`src/rtl/rs_scheduler_pkg.sv`:
```
// Shared constants and defaults for the reservation-station scheduler.
package rs_scheduler_pkg;

    localparam int DEF_TAG_W     = 6;
    localparam int DEF_PAYLOAD_W = 32;
    // Single CDB today; wakeup logic loops over this so it can be widened later.
    localparam int CDB_NUM       = 1;

endpackage : rs_scheduler_pkg

```
`src/rtl/rs_scheduler_age_matrix.sv`:
```
// Oldest-ready picker: age[k][j] = 1 means entry k was allocated after entry j.
module rs_age_matrix #(
    parameter int N = 2
) (
    input  logic [N-1:0] age [N],
    input  logic [N-1:0] rdy,
    output logic [N-1:0] oldest
);

    always_comb begin
        oldest = '0;
        for (int i = 0; i < N; i++) begin
            oldest[i] = rdy[i] & ~(|(age[i] & rdy));
        end
    end

endmodule : rs_age_matrix

```
`src/rtl/rs_scheduler_req_arbiter.sv`:
```
// Fixed-priority arbiter: grants the lowest-index asserted request, one-hot.
module req_arbiter #(
    parameter int N = 2
) (
    input  logic [N-1:0] req,
    output logic [N-1:0] gnt
);

    always_comb begin
        gnt = '0;
        for (int i = N - 1; i >= 0; i--) begin
            if (req[i]) begin
                gnt = '0;
                gnt[i] = 1'b1;
            end
        end
    end

endmodule : req_arbiter

```
`src/rtl/rs_scheduler.sv`:
```
// Reservation-station scheduler for one FU: dispatch allocation, CDB wakeup, single issue.
// Define RS_AGE_ORDER_EN to issue the oldest ready entry instead of the lowest-index one.
module rs_scheduler
    import rs_scheduler_pkg::*;
#(
    parameter int RS_ENT_NUM = 2,
    parameter int RS_ENT_SEL = 1,
    parameter int TAG_W      = DEF_TAG_W,
    parameter int PAYLOAD_W  = DEF_PAYLOAD_W
) (
    input  logic                  i_clk,
    input  logic                  i_rst_n,
    input  logic                  i_flush,
    input  logic                  i_dp_vld,
    input  logic [TAG_W-1:0]      i_dp_src1_tag,
    input  logic                  i_dp_src1_rdy,
    input  logic [TAG_W-1:0]      i_dp_src2_tag,
    input  logic                  i_dp_src2_rdy,
    input  logic [PAYLOAD_W-1:0]  i_dp_payload,
    output logic                  o_full,
    output logic [RS_ENT_SEL:0]   o_free_cnt,
    input  logic                  i_cdb_vld,
    input  logic [TAG_W-1:0]      i_cdb_tag,
    output logic                  o_issue_vld,
    output logic [RS_ENT_SEL-1:0] o_issue_sel,
    output logic [PAYLOAD_W-1:0]  o_issue_payload,
    input  logic                  i_issue_rdy
);

    logic [RS_ENT_NUM-1:0] vld;
    logic [RS_ENT_NUM-1:0] src1_rdy;
    logic [RS_ENT_NUM-1:0] src2_rdy;
    logic [TAG_W-1:0]      src1_tag [RS_ENT_NUM];
    logic [TAG_W-1:0]      src2_tag [RS_ENT_NUM];
    logic [PAYLOAD_W-1:0]  payload  [RS_ENT_NUM];

    logic [RS_ENT_NUM-1:0] rdy;
    logic [RS_ENT_NUM-1:0] free_vec;
    logic [RS_ENT_NUM-1:0] alloc_oh;
    logic [RS_ENT_NUM-1:0] sel_oh;
    logic [RS_ENT_NUM-1:0] wake1;
    logic [RS_ENT_NUM-1:0] wake2;
    logic                  dp_fire;
    logic                  iss_fire;
    logic                  dp_src1_rdy;
    logic                  dp_src2_rdy;
    logic [RS_ENT_SEL:0]   free_cnt;

    assign rdy      = vld & src1_rdy & src2_rdy;
    assign free_vec = ~vld;
    assign o_full   = &vld;
    assign dp_fire  = i_dp_vld & ~o_full;
    assign iss_fire = o_issue_vld & i_issue_rdy;

    req_arbiter #(.N(RS_ENT_NUM)) u_alloc_arb (
        .req (free_vec),
        .gnt (alloc_oh)
    );

    always_comb begin
        free_cnt = '0;
        for (int i = 0; i < RS_ENT_NUM; i++) begin
            free_cnt = free_cnt + (RS_ENT_SEL + 1)'(free_vec[i]);
        end
    end
    assign o_free_cnt = free_cnt;

    // A source broadcast in the dispatch cycle must be captured by the new entry.
    always_comb begin
        wake1       = '0;
        wake2       = '0;
        dp_src1_rdy = i_dp_src1_rdy;
        dp_src2_rdy = i_dp_src2_rdy;
        for (int c = 0; c < CDB_NUM; c++) begin
            if (i_cdb_vld) begin
                for (int i = 0; i < RS_ENT_NUM; i++) begin
                    wake1[i] = wake1[i] | (src1_tag[i] == i_cdb_tag);
                    wake2[i] = wake2[i] | (src2_tag[i] == i_cdb_tag);
                end
                dp_src1_rdy = dp_src1_rdy | (i_dp_src1_tag == i_cdb_tag);
                dp_src2_rdy = dp_src2_rdy | (i_dp_src2_tag == i_cdb_tag);
            end
        end
    end

    always_ff @(posedge i_clk or negedge i_rst_n) begin
        if (!i_rst_n) begin
            vld      <= '0;
            src1_rdy <= '0;
            src2_rdy <= '0;
            for (int i = 0; i < RS_ENT_NUM; i++) begin
                src1_tag[i] <= '0;
                src2_tag[i] <= '0;
                payload[i]  <= '0;
            end
        end else if (i_flush) begin
            vld <= '0;
        end else begin
            for (int i = 0; i < RS_ENT_NUM; i++) begin
                if (wake1[i]) src1_rdy[i] <= 1'b1;
                if (wake2[i]) src2_rdy[i] <= 1'b1;
                if (iss_fire && sel_oh[i]) vld[i] <= 1'b0;
                // The allocated entry is free, so it never collides with the issuing one.
                if (dp_fire && alloc_oh[i]) begin
                    vld[i]      <= 1'b1;
                    src1_tag[i] <= i_dp_src1_tag;
                    src2_tag[i] <= i_dp_src2_tag;
                    src1_rdy[i] <= dp_src1_rdy;
                    src2_rdy[i] <= dp_src2_rdy;
                    payload[i]  <= i_dp_payload;
                end
            end
        end
    end

`ifdef RS_AGE_ORDER_EN
    logic [RS_ENT_NUM-1:0] age [RS_ENT_NUM];

    // New entry is younger than every live one; older rows forget the reused slot.
    always_ff @(posedge i_clk or negedge i_rst_n) begin
        if (!i_rst_n) begin
            for (int r = 0; r < RS_ENT_NUM; r++) age[r] <= '0;
        end else if (i_flush) begin
            for (int r = 0; r < RS_ENT_NUM; r++) age[r] <= '0;
        end else if (dp_fire) begin
            for (int r = 0; r < RS_ENT_NUM; r++) begin
                if (alloc_oh[r]) age[r] <= vld;
                else             age[r] <= age[r] & ~alloc_oh;
            end
        end
    end

    rs_age_matrix #(.N(RS_ENT_NUM)) u_age (
        .age    (age),
        .rdy    (rdy),
        .oldest (sel_oh)
    );
`else
    req_arbiter #(.N(RS_ENT_NUM)) u_sel_arb (
        .req (rdy),
        .gnt (sel_oh)
    );
`endif

    always_comb begin
        o_issue_sel     = '0;
        o_issue_payload = '0;
        for (int i = 0; i < RS_ENT_NUM; i++) begin
            if (sel_oh[i]) begin
                o_issue_sel     = RS_ENT_SEL'(i);
                o_issue_payload = payload[i];
            end
        end
    end
    assign o_issue_vld = |rdy;

endmodule : rs_scheduler

```
`config.mk`:
```
export PLATFORM = sky130hd
export DESIGN_NAME = rs_scheduler
export DESIGN_NICKNAME = d
export VERILOG_FILES = /design/src/rtl/rs_scheduler_pkg.sv /design/src/rtl/rs_scheduler_age_matrix.sv /design/src/rtl/rs_scheduler_req_arbiter.sv /design/src/rtl/rs_scheduler.sv
export SDC_FILE = /design/constraint.sdc
export NUM_CORES = 1
export LEC_CHECK = 0
export ABC_AREA = 1
export CORE_UTILIZATION = 35
export CTS_BUF_LIST = sky130_fd_sc_hd__clkbuf_8
export DETAILED_ROUTE_END_ITERATION = 6
export SYNTH_ARGS = -nofsm -noshare
export SYNTH_HDL_FRONTEND = slang
export SYNTH_SLANG_ARGS = --single-unit
```
`constraint.sdc`:
```
create_clock -name i_clk -period 3 [get_ports i_clk]
set_input_delay 0.9 -clock i_clk [delete_from_list [all_inputs] [get_ports i_clk]]
set_output_delay 0.9 -clock i_clk [all_outputs]
set_load 0.03 [all_outputs]
```
==> results of run 1 <==
-- cells in the mapped netlist (all sizes together) --
cell and n:
nand3 16, nand2 204, nor3 2, o21ai 127
buf 22, ha 3, clkbuf 4, dfrtp 94
inv 116, a31oi 1, o211ai 3, xor2 3
o22ai 1, nor2 19, nand4 4
-- metal layers --
layer / vias to the layer above / routed length (um) / GRT usage, %
met2: 111 / 5320 / 26.3
met5: - / 0 / 0
li1: 2075 / - / -
met3: 9 / 657 / 3.16
met4: 0 / 121 / 5.72
met1: 1872 / 5690 / 22.6
-- final cells by class --
cell class / instances / area [um2] / share of cell area (%)
clock buffer: 10 / 138 / 2.20
clock inverter: 6 / 78.8 / 1.26
inverter: 116 / 438 / 7.01
multi-input combinational: 383 / 2040 / 32.7
sequential: 94 / 2350 / 37.6
tap: 180 / 225 / 3.60
timing repair buffer: 103 / 977 / 15.6
-- worst min path at each step --
stage                             end   startpoint  cells after the start
after detailed placement  payload[34]  payload[34]                      2
after CTS                 payload[34]  payload[34]                      2
after floorplan           payload[36]  payload[36]                      2
after global placement    payload[19]  payload[19]                      2
after global routing      payload[17]  payload[17]                      2
final                     payload[16]  payload[16]                      2
-- kinds of logic (layout without fill, tap and decap cells) --
family	Yosys count	after routing	synth area share, %
flops	94	94	46.4
buf+inv	142	235	13.4
xor+xnor	3	3	0.518
simple gates	245	245	20.7
compound gates	132	132	18.3
fa+ha+maj	3	3	0.740
-- critical path, stage by stage (launching register included) --
cell and delay (ps):
dfrtp_1 500, ha_1 310, clkdlybuf4s50_1 720
-- through the flow --
stage / hold slack [ps] / setup WS [ps] / cells / util, % / cell area, um2
after detailed placement: 468 / 361 / 876 / 43.1 / 6030
after floorplan: 453 / 586 / 619 / - / 5070
after global routing: 504 / 87.9 / 892 / 44.7 / 6250
after CTS: 491 / 54.8 / 892 / 44.6 / 6240
after global placement: 465 / 354 / 876 / 43.1 / 6030
final: 487 / 205 / 892 / 44.7 / 6250
-- power by group through the flow --
stage / sequential (uW) / clock [uW] / combinational [uW]
2_1_floorplan: 1840 / 0 / 879
3_3_place_gp: 1890 / 0 / 1170
3_5_place_dp: 1900 / 0 / 1210
4_1_cts: 1880 / 951 / 1210
5_1_grt: 1930 / 993 / 1350
6_report: 1880 / 915 / 1190
-- what timing repair did --
item | CTS | global route
hold buffers | 0 | 0
setup endpoints to repair | 0 | 3
gates resized for setup | 0 | 2
-- sequential cells by signal, summed over array words and instances (netlist names) --
signal and count:
payload 64, src1_tag 12, src2_tag 12, src2_rdy 2, src1_rdy 2, vld 2
==> metrics.md, run 1 <==
| Metric | Value |
|---|---|
| Actual slew at the worst max-slew pin | 864 ps |
| ANT nets after route | 0 |
| CORE AREA | 0.0140 mm2 |
| Total number of vias | 4067 |
| Starting Density | 36.3% |
| Fmax | 358 MHz |
| Synth cell types | 28 |
| Worst R2R Start | vld[0] |
| Drt first pass iters | 5 |
| Total GRT Usage | 16.6% |
| DRC errors left | 0 |
| Synthesized cell area | 0.00507 mm2 |
| Row cnt | 43 |
| Final total power | 3990 uW |
| Setup TNS | 0 ps |
| Setup crit end | o_full |
| Outcome | finished clean |
| Synth Instances | 619 |
| H-tree levels | 3 |
| Req. time, crit path | 2100 ps |
| P_leak | 0.00315 uW |
| Final hold vios | 0 |
| DRT iter0 DRCs | 310 |
| Die H | 122 um |
| Post-Route WL | 11.8 mm |
| Clk root buf | clkbuf_8 |
| Worst R2R End | src2_rdy[1] |
| Flop2flop setup slack | 990 ps |
| Max-slew headroom | 42.4% |
| GP Congestion | 0.895 |
| Crit path from | vld[0] |
| Logic pwr share | 29.9% |
| Vias/cell | 4.56 |
| Yosys reg bits | 94 |
| Filler Cell Count | 1405 |
| Area leader, netlist | dfrtp_1 |
| Final count of negative-setup-slack endpoints | 0 |
| # Post-CTS Setup Buffers | 0 |
| Critical Setup Path Class | register to output port |
| WL per Instance | 13.2 um |
| Syn_nets | 680 |
| Synth warn | 0 |
| CP endpoint kind | output port |
| Latest clock arrival within the worst-skew pair | 370 ps |
| Sequential area share after synthesis | 46.4% |
| Part of the power in registers | 47.1% |
| R2r worst-path depth | 8 |
| Tcrit/Tclk final | 93.2% |
| CP arrival | 1890 ps |
| Top Ports | 95 |
| Area delta synth->final | 23.2% |
| Clock share of power | 23.0% |
| Largest net degree at the start of global routing | 72 |
| CTS tree | done |
| Cell area power density | 638 mW/mm2 |
| Clock-pin slew on the worst setup and hold paths | 90 ps |
| Syn_area_per_cell | 8.19 um2 |
| Commonest non-fill, non-tap cell in the layout | nand2_1 |
| RSZ-0062 raised after global routing | false |
| Gr ovfl total | 0 |
| Share of layout cells above drive strength 1 | 22.2% |
| Initial antenna violation count | 0 |
| Hold crit path type | register to register |
| Int Power | 2630 uW |
| Max Cap Violations | 0 |
| CTS Buffer Depth | 2 |
| Min cycle time layout | 2790 ps |
| DP HPWL | 8.31 mm |
| Most frequent cells in the layout | nand2_1, inv_1, dfrtp_1 |
| P_sw | 1350 uW |
| Final Skew | 8.93 ps |
| # diodes | 0 |
| Die Footprint | 0.0150 mm2 |
| First-pass GRT wire length | 19.2 mm |
| Max IR drop VDD | 0.276 mV |
| # nets final | 768 |
| IO buf count | 94 |
| Sw Ratio | 34.0% |
| CTS Sinks | 94 |
| Total CTS buffers | 9 |
| Ranking of synthesized cells by area | dfrtp_1, nand2_1, o21ai_2 |
| Synth top area share | 46.4% |
| Die W | 122 um |
| Slew Viols, Final | 0 |
| Vias in the first global route | 3919 |
| CP Launch Type | register |
| Crit path max fanout | 6 |
Note: power is estimated with default switching activity, not from simulation.
==> run 2: changes to the inputs <==
--- a/config.mk
+++ b/config.mk
@@ -6,6 +6,7 @@
 export NUM_CORES = 1
 export LEC_CHECK = 0
 export ABC_AREA = 1
+export CAP_MARGIN = 5
 export CORE_UTILIZATION = 35
 export CTS_BUF_LIST = sky130_fd_sc_hd__clkbuf_8
 export DETAILED_ROUTE_END_ITERATION = 6
==> results of run 2 <==
Same layout as run 1: the final DEF is identical, and so are final timing and power.
